### src/rtl/note_event_tracker_if.sv
// Note-event bus: f0 strobe and note vector in, debounced note and event pulses out.
interface note_event_tracker_if;
    logic       note_valid;
    logic [4:0] note_in;
    logic [4:0] stable_note;
    logic       note_on;
    logic       note_off;
    logic [7:0] event_count;

    modport master (
        output note_valid, note_in,
        input  stable_note, note_on, note_off, event_count
    );

    modport slave (
        input  note_valid, note_in,
        output stable_note, note_on, note_off, event_count
    );
endinterface

### src/rtl/note_event_tracker.sv
// Debounces the per-estimate note vector into a committed note, emits on/off pulses,
// counts onsets and forces silence when estimates stop arriving.
module note_event_tracker #(
    parameter int STABLE_COUNT    = 3,
    parameter int SILENCE_TIMEOUT = 100_000_000
) (
    input  logic                 clk,
    input  logic                 rst,
    note_event_tracker_if.slave  bus
);
    localparam int          TW     = $clog2(SILENCE_TIMEOUT + 1);
    localparam logic [3:0]  SC_W   = 4'(STABLE_COUNT);
    localparam logic [TW-1:0] T_MAX  = TW'(SILENCE_TIMEOUT);
    localparam logic [TW-1:0] T_LAST = TW'(SILENCE_TIMEOUT - 1);

    typedef enum logic {SILENT, SOUNDING} state_t;

    state_t        state_q, state_d;
    logic [4:0]    stable_note_q, stable_note_d;
    logic [4:0]    candidate_q, candidate_d;
    logic [3:0]    match_cnt_q, match_cnt_d;
    logic [TW-1:0] timer_q, timer_d;
    logic          note_on_q, note_on_d;
    logic          note_off_q, note_off_d;
    logic [7:0]    event_count_q, event_count_d;
    logic [4:0]    note_clean;

    // More than one bit set is ambiguous and counts as silence.
    assign note_clean = ((bus.note_in & (bus.note_in - 5'd1)) == 5'd0) ? bus.note_in : 5'd0;

    always_comb begin
        state_d       = state_q;
        stable_note_d = stable_note_q;
        candidate_d   = candidate_q;
        match_cnt_d   = match_cnt_q;
        timer_d       = timer_q;
        note_on_d     = 1'b0;
        note_off_d    = 1'b0;

        if (bus.note_valid) begin
            // A strobe always beats a timeout landing on the same edge.
            timer_d = '0;
            if (note_clean == candidate_q) begin
                match_cnt_d = (match_cnt_q >= SC_W) ? SC_W : match_cnt_q + 4'd1;
            end else begin
                candidate_d = note_clean;
                match_cnt_d = 4'd1;
            end
            if (match_cnt_d == SC_W && note_clean != stable_note_q) begin
                stable_note_d = note_clean;
                note_on_d     = (note_clean != 5'd0);
                note_off_d    = (state_q == SOUNDING);
                state_d       = (note_clean != 5'd0) ? SOUNDING : SILENT;
            end
        end else if (timer_q != T_MAX) begin
            timer_d = timer_q + TW'(1);
            if (timer_q == T_LAST) begin
                stable_note_d = 5'd0;
                candidate_d   = 5'd0;
                match_cnt_d   = 4'd0;
                note_off_d    = (state_q == SOUNDING);
                state_d       = SILENT;
            end
        end

        event_count_d = event_count_q + {7'd0, note_on_d};
    end

    always_ff @(posedge clk) begin
        if (rst) begin
            state_q       <= SILENT;
            stable_note_q <= 5'd0;
            candidate_q   <= 5'd0;
            match_cnt_q   <= 4'd0;
            timer_q       <= '0;
            note_on_q     <= 1'b0;
            note_off_q    <= 1'b0;
            event_count_q <= 8'd0;
        end else begin
            state_q       <= state_d;
            stable_note_q <= stable_note_d;
            candidate_q   <= candidate_d;
            match_cnt_q   <= match_cnt_d;
            timer_q       <= timer_d;
            note_on_q     <= note_on_d;
            note_off_q    <= note_off_d;
            event_count_q <= event_count_d;
        end
    end

    assign bus.stable_note = stable_note_q;
    assign bus.note_on     = note_on_q;
    assign bus.note_off    = note_off_q;
    assign bus.event_count = event_count_q;
endmodule

### src/flat_wrapper.sv
// flat-port wrapper written by rule: the top's interface ports become plain ports
module note_event_tracker_flat 
#(
    parameter int STABLE_COUNT    = 3,
    parameter int SILENCE_TIMEOUT = 100_000_000
)
  (clk, rst, bus_note_valid, bus_note_in, bus_stable_note, bus_note_on, bus_note_off, bus_event_count);
  note_event_tracker_if bus_i ();
  input  logic clk;
  input  logic rst;
  input wire logic [$bits(bus_i.note_valid)-1:0] bus_note_valid;
  input wire logic [$bits(bus_i.note_in)-1:0] bus_note_in;
  output wire logic [$bits(bus_i.stable_note)-1:0] bus_stable_note;
  output wire logic [$bits(bus_i.note_on)-1:0] bus_note_on;
  output wire logic [$bits(bus_i.note_off)-1:0] bus_note_off;
  output wire logic [$bits(bus_i.event_count)-1:0] bus_event_count;
  assign bus_i.note_valid = bus_note_valid;
  assign bus_i.note_in = bus_note_in;
  assign bus_stable_note = bus_i.stable_note;
  assign bus_note_on = bus_i.note_on;
  assign bus_note_off = bus_i.note_off;
  assign bus_event_count = bus_i.event_count;
  note_event_tracker #(.STABLE_COUNT(STABLE_COUNT), .SILENCE_TIMEOUT(SILENCE_TIMEOUT)) u_core (.clk(clk), .rst(rst), .bus(bus_i));
endmodule
### config.mk
export PLATFORM = sky130hd
export DESIGN_NAME = note_event_tracker_flat
export DESIGN_NICKNAME = d
export VERILOG_FILES = /design/src/rtl/note_event_tracker_if.sv /design/src/rtl/note_event_tracker.sv /design/src/flat_wrapper.sv
export SDC_FILE = /design/constraint.sdc
export NUM_CORES = 1
export LEC_CHECK = 0
export CAP_MARGIN = 20
export CORE_MARGIN = 4
export CORE_UTILIZATION = 62
export CTS_CLUSTER_DIAMETER = 80
export DETAILED_ROUTE_END_ITERATION = 8
export PLACE_DENSITY = 0.85
export SLEW_MARGIN = 20
export SYNTH_ARGS = -nofsm -noshare
export SYNTH_HDL_FRONTEND = slang
export SYNTH_SLANG_ARGS = --single-unit
### constraint.sdc
create_clock -name clk -period 7.8 [get_ports clk]
set_clock_uncertainty 0.2 [all_clocks]
set_input_delay 0.78 -clock clk [delete_from_list [all_inputs] [get_ports clk]]
set_output_delay 0.78 -clock clk [all_outputs]
set_load 0.02 [all_outputs]
# == Word level (Yosys, flattened, before mapping) ==
# Index checks and enable logic that the tools add are counted.
# word_totals
register_bits,52
latch_bits,0
mem_bits_rw,0
romBits,0
in_bits,8
output_inout_bits,15
wordCells,54
mem_count,0
# op_classes
addsub,4
mul,0
n_div,0
n_lt_le_gt_ge,1
eq_ne,7
shift,0
n_mux,24
bitwise_logic,1
reduce_logical,9
# ops
op,count
5-bit 2-to-1 mux,7
"27-bit by 1-bit adder with 27-bit output, second input constant",1
"27-bit equality test, second input constant",1
"27-bit inequality test, second input constant",1
4-bit 2-to-1 mux,6
1-bit 2-to-1 mux,11
8-bit by 1-bit adder with 8-bit output,1
3-bit AND reduction,2
5-bit bitwise AND,1
5-bit equality test,1
5-bit logical NOT,1
5-bit inequality test,1
5-bit nonzero test,1
"5-bit by 1-bit subtractor with 5-bit output, second input constant",1
"4-bit by 1-bit adder with 4-bit output, second input constant",1
"4-bit by 2-bit equality test with 1-bit output, second input constant",1
"4-bit by 2-bit >= comparator with 1-bit output, second input constant",1
2-bit nonzero test,2
"2-bit by 1-bit inequality test with 1-bit output, second input constant",1
"2-bit inequality test, second input constant",1
2-bit AND reduction,1
2-bit OR reduction,1
1-bit logical AND,1

# == Depth between registers and ports, before layout ==
# depth
depth_word,12
mapped_depth,12
mapped_depth_nobuf,11

# == Worst setup path before layout ==
# No wires, ideal clock.
# synth_timing
path_type,input to register
from,in bus_note_in[1]
to,reg u_core.event_count_q[5] (netlist: u_core.bus.event_count[5])
setup_ns,0.128
arrival_ns,2.894
required_time_ns,7.472
slack_ns,4.578
stages,12
path_buffers,1
path_cell_list,buf_6 > or3_4 > or3b_4 > xor2_2 > nand3_1 > nor2_1 > and3_1 > ha_1 > and3_1 > nand3_1 > xor2_1 > nor2_1
# synth_between
elab_chain_len,12
word_cells_on_any_way,14
classes_between,2 x add/sub; 3 x eq/ne; 5 x mux; 1 x bitwise; 3 x reduce/logical
# synth_rtl
element,line,source
"start, declared",flat_wrapper.sv:12,input wire logic [$bits(bus_i.note_in)-1:0] bus_note_in;
5-bit by 1-bit subtractor with 5-bit output,note_event_tracker.sv:29,assign note_clean = ((bus.note_in & (bus.note_in - 5'd1)) == 5'd0) ? bus.note_in : 5'd0;
5-bit bitwise AND,note_event_tracker.sv:29,
5-bit logical NOT,note_event_tracker.sv:29,
5-bit 2-to-1 mux (*),note_event_tracker.sv:29,
5-bit equality test,note_event_tracker.sv:43,if (note_clean == candidate_q) begin
4-bit 2-to-1 mux,note_event_tracker.sv:43,
4-bit 2-to-1 mux,note_event_tracker.sv:40,if (bus.note_valid) begin
4-bit by 2-bit equality test with 1-bit output,note_event_tracker.sv:49,if (match_cnt_d == SC_W && note_clean != stable_note_q) begin
1-bit logical AND,note_event_tracker.sv:49,
1-bit 2-to-1 mux (*),note_event_tracker.sv:49,
1-bit 2-to-1 mux (*),note_event_tracker.sv:40,
net u_core.note_on_d,note_event_tracker.sv:23,"logic note_on_q, note_on_d;"
8-bit by 1-bit adder with 8-bit output (*),note_event_tracker.sv:66,"event_count_d = event_count_q + {7'd0, note_on_d};"
"end signal, assigned",note_event_tracker.sv:87,event_count_q <= event_count_d;
"end, declared",note_event_tracker.sv:25,"logic [7:0] event_count_q, event_count_d;"
# The timed path passes the listed nets; every way through them passes the cells marked *. The select of a mux whose other input is x is not followed.
# A chain may end at the register's enable or synchronous reset.

# == Worst setup path in the final report ==
# layout_timing
from,in bus_note_in[3]
to,reg u_core.event_count_q[6] (netlist: u_core.bus.event_count[6])
# The elaborated chain is that of the path after synthesis.

==> metrics.md <==
| Metric | Value |
|---|---|
| Status | finished, final reports clean |
| Post-synth top flop | dfxtp_1 |
| ANT nets after route | 0 |
| Leakage power | 1.04 nW |
| Metal2 WL | 2580 µm |
| Die Wd | 73.4 µm |
| Final period util | 47.0% |
| Required time worst endpoint | 7.77 ns |
| DR pass1 iterations | 4 |
| Site Rows | 23 |
| Antenna violations before repair | 0 |
| DRT iter0 DRCs | 160 |
| # resized after CTS | 0 |
| Async S/R FF share, synth | 0% |
| CTS max path bufs | 2 |
| Gr usage total | 21.4% |
| Worst slew pin tran | 0.903 ns |
| Setup crit start kind | primary input |
| Die area | 5380 µm² |
| Final max-slew violation count | 0 |
| Slowest-stage cell, CP | nor3_1 |
| CP peak stage delay | 0.69 ns |
| Crit path to | u_core.bus.event_count[6] |
| Stages on worst setup path | 12 |
| Worst path bufs/invs | 1 |
| Worst-path maximum fanout | 18 |
| Clk_lat worst skew | 0.30 ns |
| Worst Reg-to-Reg Cells | 11 |
| Finish-stage setup viols | 0 |
| #FFs+latches synth | 52 |
| Synth-to-Final Area Change | 12.5% |
| F_max | 0.273 GHz |
| Clock Tree Root | clkbuf_8 |
| TritonCTS clock tree | built |
| Hpwl dp | 3740 µm |
| Routed WL | 5240 µm |
| Starting density of the core | 65.3% |
| Top delay family on crit path | simple AND/OR/NAND/NOR gates |
| RSZ-0062 raised after global routing | false |
| Routability congestion estimate | 0.919 |
| CP most frequent cell | nor2_1 |
| Final Non-Filler Cells | 379 |
| Port bufs | 22 |
| R2R Path End | u_core.bus.event_count[6] |
| Clock transition at the registers of the reported paths | 0.10 ns |
| Hold Crit Start | u_core.match_cnt_q[1] |
| FILL cells | 328 |
| Core area | 4060 µm² |
| Gr ovfl total | 0 |
| First-pass GRT wire length | 9280 µm |
| YS warnings | 0 |
| DP Cell Count | 371 |
| Post-CTS Setup Bufs | 0 |
| Worst-path cell chain | clkdlybuf4s50_1 > nor3_1 > o21ai_0 > and2_0 > nor2_1 > nor2_1 > and3_1 > ha_1 > ha_1 > nand3_1 > xor2_1 > nor2_1 |
| Crit path DAT | 3.63 ns |
| Met3 WL | 244 µm |
| Num CTS Buffers | 5 |
| Vias in the first global route | 2185 |
| WS Path Type | in2reg |
| Largest net degree at the start of global routing | 27 |
| Syn avg cell area | 8.55 µm² |
| FF+latch area | 1040 µm² |
| Top sig layer | met4 |
| Fin nets | 341 |
| Crit path from | bus_note_in[3] |
| Post-synth EDFFs | 0 |
| Clock Sinks | 52 |
| Final setup TNS | 0 ns |
| Sequential share of the synthesized area | 39.3% |
| Via density | 5.92 |
| Final Hold Fails | 0 |
| Drt drc | 0 |
| Reg2reg setup slack | 5.24 ns |
| Pwr/cell area | 164 nW/µm² |
| H-tree Lvls | 2 |
| Hold Crit Class | reg2reg |
| Distinct cells, synth | 50 |
| RR Startpoint | u_core.bus.stable_note[3] |
| # IOs | 23 |
| VDD IR max | 130 µV |
| CP endpoint kind | flip-flop |
| Post-Synthesis Cell Area | 2650 µm² |
| Syn Nets | 323 |
| Total number of vias | 2245 |
| Die Ht | 73.4 µm |
| Cts hold-fix bufs | 0 |
| Routed metal-1 wire length | 2340 µm |
| Post-Syn Instances | 310 |
| Multi-input gate area | 1510 µm² |
| # diodes | 0 |
| Post-layout minimum cycle time | 3.67 ns |
| Routed WL per cell | 13.8 µm |
| Share of post-route cells with drive strength above 1 | 5.47% |
| Rel. slew slack | 39.6% |
| Max_cap viols | 0 |
[layout by cell type (no fill, tap or decap), types with 3 or more instances in the layout]
| master | synthesis | final |
|---|---|---|
| or3_1 | 6 | 6 |
| clkdlybuf4s50_1 | 0 | 22 |
| nor3b_1 | 4 | 4 |
| nor4bb_1 | 5 | 5 |
| and4_1 | 6 | 6 |
| nor3_1 | 6 | 6 |
| and3_1 | 6 | 6 |
| a21oi_1 | 13 | 13 |
| inv_1 | 9 | 9 |
| nand3_1 | 18 | 18 |
| nand4b_1 | 3 | 3 |
| o21ai_0 | 13 | 13 |
| nand4_1 | 10 | 10 |
| nand2_1 | 18 | 18 |
| nor2b_1 | 6 | 6 |
| xnor2_1 | 7 | 7 |
| and2_1 | 6 | 6 |
| o31ai_1 | 7 | 7 |
| ha_1 | 5 | 5 |
| xor2_1 | 21 | 21 |
| dfxtp_1 | 52 | 52 |
| nor2_1 | 47 | 47 |
| clkbuf_8 | 0 | 5 |
[worst min path at each step]
stage | end | slack, ns | cells past startpoint
after floorplan | u_core.bus.note_off | 0.22 | 2
after global placement | u_core.bus.note_off | 0.24 | 2
after detailed placement | u_core.match_cnt_q[1] | 0.25 | 2
after CTS | u_core.match_cnt_q[1] | 0.27 | 2
after global routing | u_core.bus.note_off | 0.30 | 2
final | u_core.match_cnt_q[1] | 0.26 | 2
[tightest hold or removal path, delay by kind of cell, from the launching register on]
family,cells,cell delay (ns)
DFF,1,0.33
AOI/OAI and AO/OA,1,0.05
and+or+nand+nor,1,0.05
[cell type report]
class / instances / share of cell area [%]
multi-input combinational: 238 / 50.5
timing repair buffer: 22 / 7.39
clock buffer: 5 / 2.31
sequential: 52 / 34.9
tap: 50 / 2.10
inverter: 9 / 1.13
clock inverter: 3 / 1.60
[Yosys cell counts (all sizes together), types with 6 or more instances]
library cell	count	area (µm²)
nor2	47	176
nor2b	6	37.5
buf	6	50.0
nand2	18	67.6
o31ai	7	52.6
nand3	18	90.1
nand4	10	62.6
nor3	6	30.0
and2	7	43.8
o21ai	13	65.1
and4	6	52.6
dfxtp	52	1040
xor2	22	200
inv	9	33.8
xnor2	7	61.3
or3	7	48.8
a21oi	13	65.1
and3	7	48.8
[per-layer routing]
metal	GRT usage, %	vias up
li1	-	1136
met2	36.1	60
met1	25.9	1039
met4	10.1	0
met3	4.38	10
met5	0	-
[report_power, final]
group / leakage [nW] / total (W) / internal, W / switching [W]
sequential: 0.419 / 0.000268 / 0.000267 / 0.00000131
clock: 0.0583 / 0.000187 / 0.0000967 / 0.0000908
combinational: 0.561 / 0.0000328 / 0.0000122 / 0.0000205
total: 1.04 / 0.000488 / 0.000376 / 0.000113
[per-stage QoR]
| stage | setup slack [ns] | instance area (µm²) | total power, W | util (%) | hold slack (ns) |
|---|---|---|---|---|---|
| 6_report | 4.13 | 2980 | 0.000488 | 73.5 | 0.265 |
| 5_1_grt | 3.86 | 2980 | 0.000506 | 73.5 | 0.301 |
| 4_1_cts | 4.19 | 2980 | 0.000492 | 73.5 | 0.266 |
| 3_5_place_dp | 3.86 | 2860 | 0.000307 | 70.6 | 0.251 |
| 3_3_place_gp | 3.88 | 2860 | 0.000306 | 70.6 | 0.241 |
| 2_1_floorplan | 4.58 | 2650 | 0.000299 | - | 0.224 |
[registers in the layout (all words and copies together), names as in the netlist]
| register | flops |
|---|---|
| u_core.timer_q | 27 |
| u_core.bus.event_count | 8 |
| u_core.bus.stable_note | 5 |
| u_core.candidate_q | 5 |
| u_core.match_cnt_q | 4 |
| u_core.bus.note_off | 1 |
| u_core.bus.note_on | 1 |
| u_core.state_q | 1 |
[cell families after synthesis]
| logic type | Yosys count | share of synthesized area [%] |
|---|---|---|
| AO/OA/AOI/OAI | 45 | 10.7 |
| XOR/XNOR | 29 | 9.87 |
| adder cells (fa/ha/maj) | 5 | 2.36 |
| buffers and inverters | 20 | 3.87 |
| flip-flops | 52 | 39.3 |
| multiplexers | 3 | 1.23 |
| AND/OR/NAND/NOR | 156 | 32.7 |
Note: power is estimated with default switching activity, not from simulation.
